`config.mk`:
```
export PLATFORM = sky130hd
export DESIGN_NAME = bcd_stream_decoder
export DESIGN_NICKNAME = d
export VERILOG_FILES = /design/src/rtl/bcd_pkg.sv /design/src/rtl/bcd_nibble_decode.sv /design/src/rtl/bcd_stream_decoder.sv
export SDC_FILE = /design/constraint.sdc
export NUM_CORES = 1
export LEC_CHECK = 0
export CORE_ASPECT_RATIO = 0.9
export CORE_UTILIZATION = 49
export CTS_CLUSTER_SIZE = 12
export DETAILED_ROUTE_END_ITERATION = 8
export PLACE_DENSITY = 0.76
export SETUP_SLACK_MARGIN = 0.15
export SLEW_MARGIN = 20
export SYNTH_ARGS = -nofsm -noshare
export SYNTH_HDL_FRONTEND = slang
export SYNTH_SLANG_ARGS = --single-unit
export TNS_END_PERCENT = 30
```
`constraint.sdc`:
```
create_clock -name clk -period 2.75 [get_ports clk]
set_clock_uncertainty 0.2 [all_clocks]
set_input_delay 0.6875 -clock clk [delete_from_list [all_inputs] [get_ports clk]]
set_output_delay 0.6875 -clock clk [all_outputs]
set_load 0.02 [all_outputs]
```
`src/rtl/bcd_pkg.sv`:
```
// Shared types and helpers for the BCD stream decoder.
// Optional macro BCD_CLAMP_EN selects clamping of invalid nibbles to 9.
package bcd_pkg;

    typedef enum logic [1:0] {
        IDLE,
        DECODE,
        FINISH
    } state_t;

    localparam int ONEHOT_W = 10;
    localparam logic [3:0] BCD_MAX = 4'd9;

    function automatic logic bcd_is_valid(input logic [3:0] nibble);
        return nibble <= BCD_MAX;
    endfunction

endpackage

```
`src/rtl/bcd_nibble_decode.sv`:
```
// Combinational nibble to 10-line one-hot decoder with invalid flag.
// Macro BCD_CLAMP_EN: invalid nibbles decode as digit 9 instead of zero lines.
module bcd_nibble_decode
    import bcd_pkg::*;
(
    input  logic [3:0]          nib,
    output logic [ONEHOT_W-1:0] onehot,
    output logic [3:0]          val,
    output logic                invalid
);

    always_comb begin
        invalid = !bcd_is_valid(nib);
        onehot  = '0;
        val     = '0;
        if (!invalid) begin
            onehot = ONEHOT_W'(1) << nib;
            val    = nib;
        end else begin
`ifdef BCD_CLAMP_EN
            onehot = ONEHOT_W'(1) << BCD_MAX;
            val    = BCD_MAX;
`else
            onehot = '0;
            val    = '0;
`endif
        end
    end

endmodule

```
`src/rtl/bcd_stream_decoder.sv`:
```
// Walks a packed BCD word MSD first, emitting one-hot digits and the binary value.
// Macro BCD_CLAMP_EN (see bcd_nibble_decode) changes invalid-nibble handling.
module bcd_stream_decoder
    import bcd_pkg::*;
#(
    parameter int DIGITS = 4,
    parameter int BIN_W  = 14
) (
    input  logic                clk,
    input  logic                rst,
    input  logic                in_valid,
    output logic                in_ready,
    input  logic [4*DIGITS-1:0] in_bcd,
    output logic                dig_valid,
    output logic [ONEHOT_W-1:0] dig_onehot,
    output logic [2:0]          dig_idx,
    output logic                dig_err,
    output logic                done,
    output logic [BIN_W-1:0]    bin_out,
    output logic                err
);

    localparam int IN_W  = 4 * DIGITS;
    localparam int ACC_W = BIN_W + 4;

    state_t              state_q, state_d;
    logic [IN_W-1:0]     sr_q, sr_d;
    logic [2:0]          cnt_q, cnt_d;
    logic [ACC_W-1:0]    acc_q, acc_d;
    logic                err_acc_q, err_acc_d;
    logic                dig_valid_q, dig_valid_d;
    logic [ONEHOT_W-1:0] dig_onehot_q, dig_onehot_d;
    logic [2:0]          dig_idx_q, dig_idx_d;
    logic                dig_err_q, dig_err_d;
    logic                done_q, done_d;
    logic [BIN_W-1:0]    bin_q, bin_d;
    logic                err_q, err_d;

    logic [ONEHOT_W-1:0] nib_onehot;
    logic [3:0]          nib_val;
    logic                nib_err;

    bcd_nibble_decode u_dec (
        .nib     (sr_q[IN_W-1 -: 4]),
        .onehot  (nib_onehot),
        .val     (nib_val),
        .invalid (nib_err)
    );

    // The done cycle is still part of the word, so IDLE only opens after it.
    assign in_ready   = (state_q == IDLE) && !done_q && !rst;
    assign dig_valid  = dig_valid_q;
    assign dig_onehot = dig_onehot_q;
    assign dig_idx    = dig_idx_q;
    assign dig_err    = dig_err_q;
    assign done       = done_q;
    assign bin_out    = bin_q;
    assign err        = err_q;

    always_comb begin
        state_d      = state_q;
        sr_d         = sr_q;
        cnt_d        = cnt_q;
        acc_d        = acc_q;
        err_acc_d    = err_acc_q;
        dig_valid_d  = 1'b0;
        dig_onehot_d = dig_onehot_q;
        dig_idx_d    = dig_idx_q;
        dig_err_d    = dig_err_q;
        done_d       = 1'b0;
        bin_d        = bin_q;
        err_d        = err_q;
        unique case (state_q)
            IDLE: begin
                if (in_valid && in_ready) begin
                    sr_d      = in_bcd;
                    cnt_d     = 3'(DIGITS - 1);
                    acc_d     = '0;
                    err_acc_d = 1'b0;
                    state_d   = DECODE;
                end
            end
            DECODE: begin
                dig_valid_d  = 1'b1;
                dig_onehot_d = nib_onehot;
                dig_idx_d    = cnt_q;
                dig_err_d    = nib_err;
                acc_d        = acc_q * ACC_W'(10) + ACC_W'(nib_val);
                err_acc_d    = err_acc_q | nib_err;
                sr_d         = sr_q << 4;
                if (cnt_q == 3'd0) begin
                    state_d = FINISH;
                end else begin
                    cnt_d = cnt_q - 3'd1;
                end
            end
            FINISH: begin
                done_d  = 1'b1;
                bin_d   = acc_q[BIN_W-1:0];
                err_d   = err_acc_q;
                state_d = IDLE;
            end
            default: state_d = IDLE;
        endcase
    end

    always_ff @(posedge clk) begin
        if (rst) begin
            state_q      <= IDLE;
            sr_q         <= '0;
            cnt_q        <= '0;
            acc_q        <= '0;
            err_acc_q    <= 1'b0;
            dig_valid_q  <= 1'b0;
            dig_onehot_q <= '0;
            dig_idx_q    <= '0;
            dig_err_q    <= 1'b0;
            done_q       <= 1'b0;
            bin_q        <= '0;
            err_q        <= 1'b0;
        end else begin
            state_q      <= state_d;
            sr_q         <= sr_d;
            cnt_q        <= cnt_d;
            acc_q        <= acc_d;
            err_acc_q    <= err_acc_d;
            dig_valid_q  <= dig_valid_d;
            dig_onehot_q <= dig_onehot_d;
            dig_idx_q    <= dig_idx_d;
            dig_err_q    <= dig_err_d;
            done_q       <= done_d;
            bin_q        <= bin_d;
            err_q        <= err_d;
        end
    end

endmodule

```
# Word-level counts from Yosys, hierarchy flattened
# Cells that the tools add are included.
[totals]
reg_bits = 71
in_bits = 19
output_inout_bits = 32
[classes]
addsub = 2
n_mul = 1
n_lt_le_gt_ge = 1
n_eq_ne = 5
shifts = 1
n_mux = 16
n_bitwise = 1
reduce_logical = 12
[op_table]
columns = ["operator", "count"]
rows = [
  ["$pmux 18 s2", 1],
  ["$pmux 16 s2", 1],
  ["$add 18x4->18", 1],
  ["$mul 18x3->17 const B", 1],
  ["$mux 18", 1],
  ["$mux 16", 1],
  ["$mux 10", 1],
  ["$shl 1x4->10 const A", 1],
  ["$mux 3", 2],
  ["$pmux 3 s2", 1],
  ["$le 4x4->1 const B", 1],
  ["$mux 2", 2],
  ["$mux 4", 1],
  ["$ne 2x2->1 const B", 2],
  ["$pmux 2 s2", 1],
  ["$reduce_and 2->1", 2],
  ["$logic_and 1x1->1", 3],
  ["$logic_not 1->1", 3],
  ["$logic_not 3->1", 1],
  ["$mux 1", 3],
  ["$reduce_and 3->1", 1],
  ["$sub 3x1->3 const B", 1],
  ["$eq 2x1->1 const B", 1],
  ["$eq 2x2->1 const B", 1],
  ["5 further kinds", 5],
]

# Logic depth before layout (Yosys ltp)
# Gate-level depths: netlist of run 1.
[logic_depth]
depth_word = 6
mapped_depth = 12
ltp_nobuf = 11

# Cells and area by module
# From an unflattened synthesis of run 1, not the netlist that was laid out.
[unflattened]
hier_cells = 420
area_unflattened_um2 = 3478.3
[modules_own_cells]
columns = ["module", "n_inst", "cells_per_inst", "area_each_um2"]
rows = [
  ["bcd_stream_decoder", 1, 399, 3337.0],
  ["bcd_nibble_decode", 1, 21, 141.4],
]

# Worst setup path before layout of run 1
# No wires, ideal clock.
[synth_path]
kind = "reg2reg"
startpoint = "register sr_q[13]"
endpoint = "register acc_q[13]"
t_arrival_ns = 2.603
slack_ns = -0.171
stages_incl_launch_ff = 13
path_buffers = 1
synth_period_minus_slack_ns = 2.921
path_cell_list = "dfxtp_1 -> clkbuf_1 -> nor2b_1 -> ha_1 -> inv_1 -> fa_1 -> and2b_1 -> o21ai_1 -> or3_1 -> and4b_1 -> nand4_1 -> xnor2_1 -> a32o_1"
[synth_between]
elab_chain_len = 4
[synth_rtl]
columns = ["item", "line_no", "rtl"]
rows = [
  ["start, declared", "bcd_stream_decoder.sv:27", "logic [IN_W-1:0] sr_q, sr_d;"],
  ["start signal, assigned", "bcd_stream_decoder.sv:123", "sr_q <= sr_d;"],
  ["$le 4x4->1", "bcd_pkg.sv:15", "return nibble <= BCD_MAX;"],
  ["$mux 4 *", "bcd_nibble_decode.sv:16", "if (!invalid) begin"],
  ["$add 18x4->18 *", "bcd_stream_decoder.sv:88", "acc_d = acc_q * ACC_W'(10) + ACC_W'(nib_val);"],
  ["$pmux 18 s2 *", "bcd_stream_decoder.sv:73", "unique case (state_q)"],
  ["end signal, assigned", "bcd_stream_decoder.sv:112", "acc_q <= '0;"],
  ["end signal, assigned", "bcd_stream_decoder.sv:125", "acc_q <= acc_d;"],
  ["end, declared", "bcd_stream_decoder.sv:29", "logic [ACC_W-1:0] acc_q, acc_d;"],
]
# Mark *: on every way between the ends. The rest lies on a longest branch, timed or not.
# A chain may end at the register's enable or synchronous reset.

# Final worst setup path of run 1
# Ends and elaborated chain as after synthesis.

==> flow_metrics.py, run 1 <==
metrics = {
    "cts": {
        "h-tree-depth": 3,
        "cts_inserted_buffers": 9,
        "hold_buffers": 0,
        "cts.path.max_buffers": 2,
        "path_clk_slew_ns": 0.08,
        "cts_root_buf": "clkbuf_8",
        "clkSinkCount": 67,
        "cts_tree": "yes",
        "clk_latency_ns": 0.34,
    },
    "pwr": {
        "ir_drop_mv": 0.454,
        "p_leak_nw": 1.71,
        "p_per_area_nw_per_um2": 471,
    },
    "sta": {
        "setup_slack_ns": 0.0133,
        "setup_viol": 0,
        "max_freq_ghz": 0.365,
        "period_minus_slack_ns": 2.74,
        "fin_crit_sh_pct": 99.5,
        "drv_slew": 0,
        "hold_ws_ns": 0.254,
        "slew_headroom_pct": 41.1,
        "worstMarginPinSlew_ns": 0.883,
        "hold_viol_final": 0,
        "rsz0062_at_grt": "yes",
    },
    "yosys": {
        "synthArstFlopShare_pct": 0,
        "ys.flop_type": "dfxtp_1",
        "yosys-top-cells-area": "dfxtp_1, ha_1, nand2_1",
        "yosysTopAreaCellShare_pct": 39.7,
        "syn_nets": 451,
        "netlist_area_um2": 3380,
        "synth_top_area_cell": "dfxtp_1",
        "ys_types": 52,
        "synth-seq-cells": 67,
        "syn_area_per_cell_um2": 8.32,
        "synth_edf_count": 0,
        "yosys_warnings": 0,
        "seq_area_frac_synth_pct": 39.7,
        "netlist_instances": 406,
    },
    "die": {
        "coreArea_um2": 6620,
        "die-area_um2": 7230,
        "initial_utilization_pct": 51.0,
        "fp.dieH_um": 80.8,
        "rows": 28,
        "ios": 51,
        "die_width_um": 89.5,
    },
    "placed_design": {
        "portBuffers": 50,
        "placed_cell_area_um2": 4090,
        "place_hpwl_um": 5700,
        "dp_slack_ns": -0.0532,
        "place_congestion": 0.854,
    },
    "final_layout": {
        "layout.nets": 511,
        "area_delta_synth_final_pct": 31.9,
        "drive_gt1_share_pct": 17.6,
        "final_area_um2": 4460,
        "n_antenna_cell": 0,
        "layout_commonest_cell": "nand2_1",
        "layout_common_cells": "nand2_1, dfxtp_1, a21oi_1, clkdlybuf4s50_1, nor2_1",
    },
    "grt": {
        "grt_overflow_total": 0,
        "grt_max_degree": 65,
        "grt_pass1_vias": 2941,
        "antenna_found_initial": 0,
        "track_usage_pct": 24.6,
        "grt_pass1_wl_um": 13500,
    },
    "outcome": {
        "outcome": "complete, no violations",
    },
    "critical_path": {
        "rr_startpoint": "sr_q[13]",
        "path_delay_family": "simple AND/OR/NAND/NOR gates",
        "worstPathBufferInverterCount": 1,
        "critPathMaxFanout": 2,
        "endpoint_kind": "register",
        "cp-start-kind": "register",
        "critPathRequiredTime_ns": 2.78,
        "crit_type": "register to register",
        "critPathMaxStageDelay_ns": 0.37,
        "crit_chain": "nor2b_4 -> ha_2 -> inv_2 -> fa_2 -> and2b_1 -> o21ai_2 -> or3_4 -> and4b_1 -> nand4_1 -> xnor2_1 -> a32o_1",
        "critPathSlowestCell": "or3_4",
        "crit_path_start": "sr_q[13]",
        "critPathArrivalTime_ns": 2.77,
    },
    "hold_path": {
        "hp-class": "register to register",
        "hold_start": "dig_idx[2]",
    },
    "routing": {
        "vias_per_cell": 5.50,
        "wl_um": 8220,
        "drc": 0,
        "ant_nets": 0,
        "dr_total_vias": 3086,
        "first_pass_iters": 4,
        "wl_per_cell_um": 14.6,
        "drtIter0Drc": 172,
    },
    "job": {
        "cap_violations": 0,
    },
}
-- logic make-up (layout without fill, tap and decap cells) --
family | Yosys count | count (layout) | share of synthesized area [%]
simple gates | 151 | 151 | 20.6
compound gates | 105 | 105 | 20.3
flops | 67 | 67 | 39.7
buf+inv | 40 | 105 | 4.74
fa+ha+maj | 26 | 26 | 10.1
xor+xnor | 17 | 17 | 4.63
-- cell type report --
type                    count  area (µm²)
fillers                   545        2170
multi-input cells         299        2020
flip-flops and latches     67        1360
repair buffers             76         693
clock buffers               9         124
well taps                  90         113
clock inverters             7         100
inverters                  13        48.8
-- worst paths after layout --
check / to / cells after the start / slack (ns)
worst max register to register: acc_q[13] / 11 / 0.01
worst min register to register: dig_idx[2] / 2 / 0.25
worst min-delay path: dig_idx[2] / 2 / 0.25
worst max-delay path: acc_q[13] / 11 / 0.01
-- cells in the mapped netlist (2+ instances only) --
| master | count |
|---|---|
| xnor2_1 | 11 |
| nand4b_1 | 2 |
| a31oi_1 | 4 |
| dfxtp_1 | 67 |
| nand3_1 | 13 |
| a32oi_1 | 3 |
| o21ai_1 | 3 |
| nor2_1 | 31 |
| and2b_1 | 2 |
| clkbuf_1 | 20 |
| o2111ai_1 | 3 |
| xor2_1 | 5 |
| o211ai_1 | 3 |
| o22ai_1 | 2 |
| fa_1 | 2 |
| buf_2 | 4 |
| a21o_1 | 3 |
| nand2b_1 | 3 |
| nand4_1 | 4 |
| a21oi_1 | 50 |
| nor2b_1 | 5 |
| and2_1 | 2 |
| a211oi_1 | 4 |
| and3_1 | 2 |
| a211oi_2 | 2 |
| ha_1 | 24 |
| o21a_1 | 4 |
| a32o_1 | 2 |
| inv_1 | 13 |
| nand2_1 | 68 |
| nor3_1 | 9 |
| a22oi_1 | 16 |
-- worst reg2reg max path: stages, from the launching register on --
cell and delay, ns:
dfxtp_2 0.33, nor2b_4 0.13, ha_2 0.18, inv_2 0.04, fa_2 0.32, and2b_1 0.24
o21ai_2 0.07, or3_4 0.37, and4b_1 0.27, nand4_1 0.11, xnor2_1 0.17, a32o_1 0.21
-- power by group --
| group | internal [mW] | switching, mW |
|---|---|---|
| Clock | 0.516 | 0.387 |
| Combinational | 0.0766 | 0.111 |
| Sequential | 0.992 | 0.0181 |
| Total | 1.58 | 0.516 |
-- registers in the layout (all words and copies together) (netlist names), 2 cells and up --
name,flops
dig_onehot,10
sr_q,16
bin_out,14
state_q,2
acc_q,14
cnt_q,3
dig_idx,3
-- what timing repair did --
action / 4_1_cts / 5_1_grt
setup endpoints to repair: 7 / 7
buffers inserted: 2 / 0
pin swaps: 14 / 11
resized for setup: 25 / 5
gates cloned: 0 / 0
-- layer usage --
layer,up-vias,GRT usage [%],routed length (µm)
met5,-,0,0
met4,0,4.92,75
met3,10,7.22,381
met2,75,42.9,4060
met1,1455,30.1,3700
li1,1546,-,-
-- per-stage QoR --
stage               cells  util (%)  TNS (ns)  total power [mW]
global placement      543      61.8         0              1.21
floorplan             406         -   -0.0468              1.14
finish                561      67.3         0              2.10
global route          561      67.3    -0.137              2.20
detailed placement    543      61.8   -0.0701              1.21
CTS                   561      67.1         0              2.11
Power figures use the tool's default switching activity.
==> run 2, diff against run 1 <==
Settings changed: ABC_AREA set to 1.
==> run 2 against run 1 <==
  * Utilization is 2.0 points lower
  * Clock power down 8.5%
  * Flip-flop and latch count unchanged
  * First-iteration DRC count up 7.0%
  * Synthesized cell count up 19%
  * Total power shrank 0.46%
  * Combinational power grew 28%
  * Critical path depth grew 2
  * Register-to-register slack better by 0.20 ns
  * Non-clock buffer count is 13 lower
  * Highest routed layer unchanged
==> flow_metrics.py, run 2 <==
metrics = {
    "cts": {
        "path_clk_slew_ns": 0.08,
        "cts_tree": "yes",
        "cts_inserted_buffers": 9,
        "cts.path.max_buffers": 2,
        "h-tree-depth": 3,
        "cts_root_buf": "clkbuf_8",
        "clkSinkCount": 67,
        "clk_latency_ns": 0.35,
    },
    "yosys": {
        "synth_most_common_cell": "nand2_1",
        "yosys_warnings": 0,
        "ys.flop_type": "dfxtp_1",
        "synth_edf_count": 0,
        "netlist_area_um2": 3470,
        "netlist_instances": 485,
        "synth-seq-cells": 67,
        "syn_area_per_cell_um2": 7.16,
        "syn_nets": 530,
        "yosys-top-cells-count": "nand2_1, dfxtp_1, nor2_1, a21oi_1, inv_1",
        "seq_area_frac_synth_pct": 38.6,
        "ys_types": 31,
        "yosysTopAreaCellShare_pct": 38.6,
        "synthArstFlopShare_pct": 0,
        "synth_top_area_cell": "dfxtp_1",
        "yosys-top-cells-area": "dfxtp_1, nand2_1, ha_1",
    },
    "sta": {
        "fin_crit_sh_pct": 92.1,
        "slew_headroom_pct": 67.8,
        "drv_slew": 0,
        "hold_ws_ns": 0.261,
        "setup_viol": 0,
        "max_freq_ghz": 0.395,
        "setup_slack_ns": 0.218,
        "worstMarginPinSlew_ns": 0.482,
        "hold_viol_final": 0,
        "period_minus_slack_ns": 2.53,
        "rsz0062_at_grt": "yes",
    },
    "grt": {
        "grt_pass1_vias": 3016,
        "grt_overflow_total": 0,
        "grt_max_degree": 46,
        "antenna_found_initial": 0,
        "track_usage_pct": 23.1,
        "grt_pass1_wl_um": 13600,
    },
    "placed_design": {
        "place_hpwl_um": 5850,
        "portBuffers": 50,
        "dpl.cell_count": 617,
        "placed_cell_area_um2": 4080,
        "place_congestion": 0.861,
        "dp_slack_ns": -0.106,
    },
    "final_layout": {
        "regMostFlops": "sr_q",
        "final_area_um2": 4390,
        "layout_common_cells": "nand2_1, dfxtp_1, clkdlybuf4s50_1, nor2_1, a21oi_1",
        "drive_gt1_share_pct": 15.4,
        "largest_reg_flops": 16,
        "n_antenna_cell": 0,
        "layout_commonest_cell": "nand2_1",
        "layout.nets": 586,
        "area_delta_synth_final_pct": 26.4,
        "final_cells": 636,
    },
    "routing": {
        "first_pass_iters": 4,
        "dr_total_vias": 3268,
        "drtIter0Drc": 184,
        "wl_per_cell_um": 12.8,
        "vias_per_cell": 5.14,
        "ant_nets": 0,
        "wl_um": 8120,
        "drc": 0,
    },
    "pwr": {
        "p_per_area_nw_per_um2": 476,
        "report.power.total_mw": 2.09,
        "clockPowerShare_pct": 39.5,
        "internal-power_mw": 1.54,
        "p_sw_mw": 0.546,
        "p_seq_share_pct": 49.0,
        "p_leak_nw": 1.79,
        "p_sw_share_pct": 26.1,
        "ir_drop_mv": 0.333,
        "combPwrFrac_pct": 11.5,
    },
    "hold_path": {
        "hold_start": "sr_q[2]",
        "min_path_cells": 2,
        "hp-class": "register to register",
        "hold_end": "sr_q[2]",
    },
    "critical_path": {
        "critPathRequiredTime_ns": 2.83,
        "rrSetupSlack_ns": 0.22,
        "r2r_cells": 13,
        "critPathMaxStageDelay_ns": 0.47,
        "endpoint_kind": "register",
        "critPathArrivalTime_ns": 2.61,
        "rr_endpoint": "acc_q[13]",
        "cp-start-kind": "register",
        "crit_chain": "ha_4 -> ha_4 -> inv_2 -> fa_2 -> inv_2 -> nand2_1 -> nor2_2 -> nand3_2 -> nor2_4 -> nand3_2 -> nand2_1 -> nand3_1 -> a21oi_2",
        "path_delay_family": "adder cells",
        "crit_type": "register to register",
        "rr_startpoint": "acc_q[1]",
        "critPathSlowestCell": "fa_2",
        "worstPathBufferInverterCount": 2,
        "critPathMaxFanout": 5,
    },
    "die": {
        "die-area_um2": 7430,
        "rows": 28,
        "coreArea_um2": 6730,
        "die_width_um": 90.7,
        "ios": 51,
        "fp.dieH_um": 81.9,
        "initial_utilization_pct": 51.6,
    },
    "outcome": {
        "outcome": "complete, no violations",
    },
    "job": {
        "cap_violations": 0,
    },
}
-- run 2: cell count changes after synthesis, moves of 7 or more --
cell | previous run | this run
a22oi_1 | 16 | 3
clkbuf_1 | 20 | 9
inv_1 | 13 | 44
nand2_1 | 68 | 126
nand2_2 | 0 | 7
nand3_1 | 13 | 34
nor2_1 | 31 | 51
nor3_1 | 9 | 1
o21ai_0 | 1 | 24
xnor2_1 | 11 | 0
-- run 2: how the worst max path moves through the flow --
| stage | from | cells past startpoint | end | slack [ns] |
|---|---|---|---|---|
| 4_1_cts | acc_q[1] | 13 | acc_q[13] | 0.08 |
| 5_1_grt | sr_q[13] | 16 | acc_q[13] | 0.10 |
| 2_1_floorplan | acc_q[1] | 13 | acc_q[13] | 0.33 |
| 3_5_place_dp | rst | 3 | in_ready | -0.11 |
| 6_report | acc_q[1] | 13 | acc_q[13] | 0.22 |
| 3_3_place_gp | rst | 3 | in_ready | -0.08 |
-- run 2: stage by stage --
| stage | util [%] | setup TNS [ns] |
|---|---|---|
| 2_1_floorplan | - | 0 |
| 3_3_place_gp | 60.7 | -0.0796 |
| 3_5_place_dp | 60.7 | -0.106 |
| 4_1_cts | 63.7 | 0 |
| 5_1_grt | 65.3 | 0 |
| 6_report | 65.3 | 0 |
-- run 2: repair_timing --
item                       in CTS  in global routing
cloned                          0                  0
setup endpoints to repair       4                  6
pin swaps                       0                  7
hold buffers                    0                  0
gates resized for setup         1                 33
buffers inserted                0                  3
-- run 2: worst reg2reg max path, stage by stage (launching register included) --
cell     delay, ns
dfxtp_4       0.37
ha_4          0.24
ha_4          0.17
inv_2         0.06
fa_2          0.47
inv_2         0.07
nand2_1       0.08
nor2_2        0.15
nand3_2       0.11
nor2_4        0.18
nand3_2       0.08
nand2_1       0.06
nand3_1       0.08
a21oi_2       0.14
-- run 2: cell families after synthesis --
| kind of cell | count (synthesis) | synth area share, % |
|---|---|---|
| AO/OA/AOI/OAI | 87 | 13.5 |
| adder cells (fa/ha/maj) | 26 | 9.80 |
| flip-flops | 67 | 38.6 |
| AND/OR/NAND/NOR | 239 | 30.5 |
| buffers and inverters | 66 | 7.56 |
-- run 2: power groups by stage --
stage | registers [mW] | logic [mW] | clock network, mW
2_1_floorplan | 1.06 | 0.131 | 0
3_3_place_gp | 1.05 | 0.234 | 0
3_5_place_dp | 1.05 | 0.238 | 0
4_1_cts | 1.02 | 0.239 | 0.834
5_1_grt | 1.03 | 0.268 | 0.892
6_report | 1.02 | 0.240 | 0.826
-- run 2: cell type report --
type,instances,area [µm²]
flip-flops and latches,67,1360
clock buffers,10,138
repair buffers,63,593
multi-input cells,352,1940
well taps,90,113
inverters,48,180
fillers,585,2340
clock inverters,6,63.8
-- run 2: metal layers --
layer / track usage [%] / vias to the layer above / routed length, µm
met5: 0 / - / 0
met4: 9.52 / 0 / 140
met3: 5.00 / 15 / 500
met2: 37.7 / 93 / 3640
met1: 30.0 / 1462 / 3840
li1: - / 1698 / -
==> run 3, diff against run 2 <==
Settings changed: CORE_UTILIZATION 49 to 55, DONT_BUFFER_PORTS set to 1, PLACE_DENSITY 0.76 to 0.83.
==> run 3 against run 2 <==
  * Register-to-register slack lost 0.02 ns
  * Setup slack lost 0.017 ns
  * Flip-flop and latch count is the same
  * Combinational power shrank 35%
  * Maximum frequency shrank 0.67%
  * Die area shrank 11%
  * Largest power group unchanged
  * Clock power grew 17%
  * Total power grew 3.4%
  * Sequential share of layout area grew 4.0 points
  * Global-route usage is essentially flat
  * First-iteration DRC count grew 83%
==> flow_metrics.py, run 3 (synthesized netlist as in run 2, its figures left out) <==
metrics = {
    "outcome": {
        "outcome": "complete, no violations",
    },
    "cts": {
        "clkSinkCount": 67,
        "clk_latency_ns": 0.35,
        "cts_root_buf": "clkbuf_8",
        "h-tree-depth": 3,
        "cts_inserted_buffers": 9,
        "path_clk_slew_ns": 0.07,
        "cts_tree": "yes",
        "cts.path.max_buffers": 2,
        "hold_buffers": 0,
    },
    "final_layout": {
        "utilization_pct": 63.7,
        "multiInputGateArea_um2": 1940,
        "layout_common_cells": "nand2_1, dfxtp_1, nor2_1, a21oi_1, inv_1",
        "layout_commonest_cell": "nand2_1",
        "drive_gt1_share_pct": 15.4,
        "fill_cells": 513,
        "final-seq-area_um2": 1360,
        "n_antenna_cell": 0,
        "layout.nets": 532,
        "area_delta_synth_final_pct": 12.1,
        "largest_reg_flops": 16,
        "regMostFlops": "sr_q",
    },
    "critical_path": {
        "endpoint_kind": "register",
        "critPathRequiredTime_ns": 2.83,
        "critPathMaxFanout": 5,
        "cp-start-kind": "register",
        "r2r_cells": 13,
        "crit_type": "register to register",
        "critPathArrivalTime_ns": 2.63,
    },
    "sta": {
        "max_freq_ghz": 0.392,
        "setup_viol": 0,
        "fin_tns_setup_ns": 0,
        "slew_headroom_pct": 62.7,
        "hold_viol_final": 0,
        "fin_crit_sh_pct": 92.7,
        "period_minus_slack_ns": 2.55,
        "hold_ws_ns": 0.202,
        "drv_slew": 0,
        "rsz0062_at_grt": "yes",
        "worstMarginPinSlew_ns": 0.558,
    },
    "die": {
        "coreArea_um2": 6110,
        "die_width_um": 85.8,
        "fp.dieH_um": 77.4,
        "rows": 27,
        "die-area_um2": 6640,
        "ios": 51,
        "initial_utilization_pct": 56.8,
    },
    "pwr": {
        "p_sw_mw": 0.505,
        "combPwrFrac_pct": 7.2,
        "p_leak_nw": 1.63,
        "ir_drop_mv": 0.387,
        "clockPowerShare_pct": 44.5,
        "p_seq_share_pct": 48.3,
        "internal-power_mw": 1.66,
        "report.power.total_mw": 2.16,
        "p_sw_share_pct": 23.4,
        "p_per_area_nw_per_um2": 555,
    },
    "grt": {
        "grt_pass1_vias": 2654,
        "grt_max_degree": 47,
        "grt_pass1_wl_um": 12100,
        "track_usage_pct": 23.2,
        "grt_overflow_total": 0,
        "antenna_found_initial": 0,
    },
    "job": {
        "cap_violations": 0,
    },
    "routing": {
        "first_pass_iters": 5,
        "wl_per_cell_um": 13.6,
        "vias_per_cell": 5.55,
        "dr_total_vias": 3216,
        "wl_um": 7880,
        "drc": 0,
        "ant_nets": 0,
        "drtIter0Drc": 336,
    },
    "hold_path": {
        "hp-class": "primary input to register",
        "min_path_cells": 1,
    },
    "placed_design": {
        "portBuffers": 0,
        "place_hpwl_um": 5330,
        "place_congestion": 0.837,
    },
}
==> run 3: worst paths after layout <==
check                 from   endpoint  slack [ns]
setup / recovery  acc_q[1]  acc_q[13]        0.20
hold / removal         rst    sr_q[4]        0.20
setup reg to reg  acc_q[1]  acc_q[13]        0.20
hold reg to reg    sr_q[1]    sr_q[1]        0.26
==> run 3: worst max-delay path, cell delays in order, from the launching register on <==
cell and delay (ns):
dfxtp_4 0.36, ha_4 0.24, ha_4 0.16, inv_1 0.08, fa_2 0.48, inv_1 0.09, nand2_2 0.07, nor2_4 0.15
nand3_4 0.10, nor2_4 0.16, nand3_1 0.10, nand2_1 0.07, nand3_1 0.09, a21oi_2 0.13
==> run 3: per-layer routing <==
metal | vias to the layer above | wire [µm] | part of all wire [%] | global-route usage (%)
li1 | 1594 | - | - | -
met1 | 1457 | 3510 | 45 | 32.0
met2 | 149 | 3610 | 46 | 33.5
met3 | 16 | 610 | 7.7 | 6.38
met4 | 0 | 142 | 1.8 | 10.5
met5 | - | 0 | 0 | 0
==> run 3: area by class of cell <==
type,instances,area share (%)
sequential,67,35.0
timing repair buffer,9,1.73
clock inverter,4,2.54
inverter,48,4.63
clock buffer,12,3.47
multi-input combinational,352,49.9
tap,87,2.79
==> run 3: power by group through the flow <==
stage | sequential [mW] | clock [mW] | combinational, mW
2_1_floorplan | 1.06 | 0 | 0.131
3_3_place_gp | 1.06 | 0 | 0.142
3_5_place_dp | 1.07 | 0 | 0.147
4_1_cts | 1.04 | 0.974 | 0.150
5_1_grt | 1.05 | 1.02 | 0.176
6_report | 1.04 | 0.963 | 0.156
==> run 3: stage by stage <==
stage	area, µm²	cells	worst slack [ns]
after floorplan	3470	485	0.329
after global placement	3520	557	0.244
after detailed placement	3520	557	0.167
after CTS	3760	573	0.176
after global routing	3890	579	0.0771
final	3890	579	0.201
==> run 3: what timing repair did <==
action,in CTS,in global routing
buffers inserted,0,6
resized for setup,2,31
pin swaps,0,13
endpoints found under the setup margin,1,5
cloned,0,0
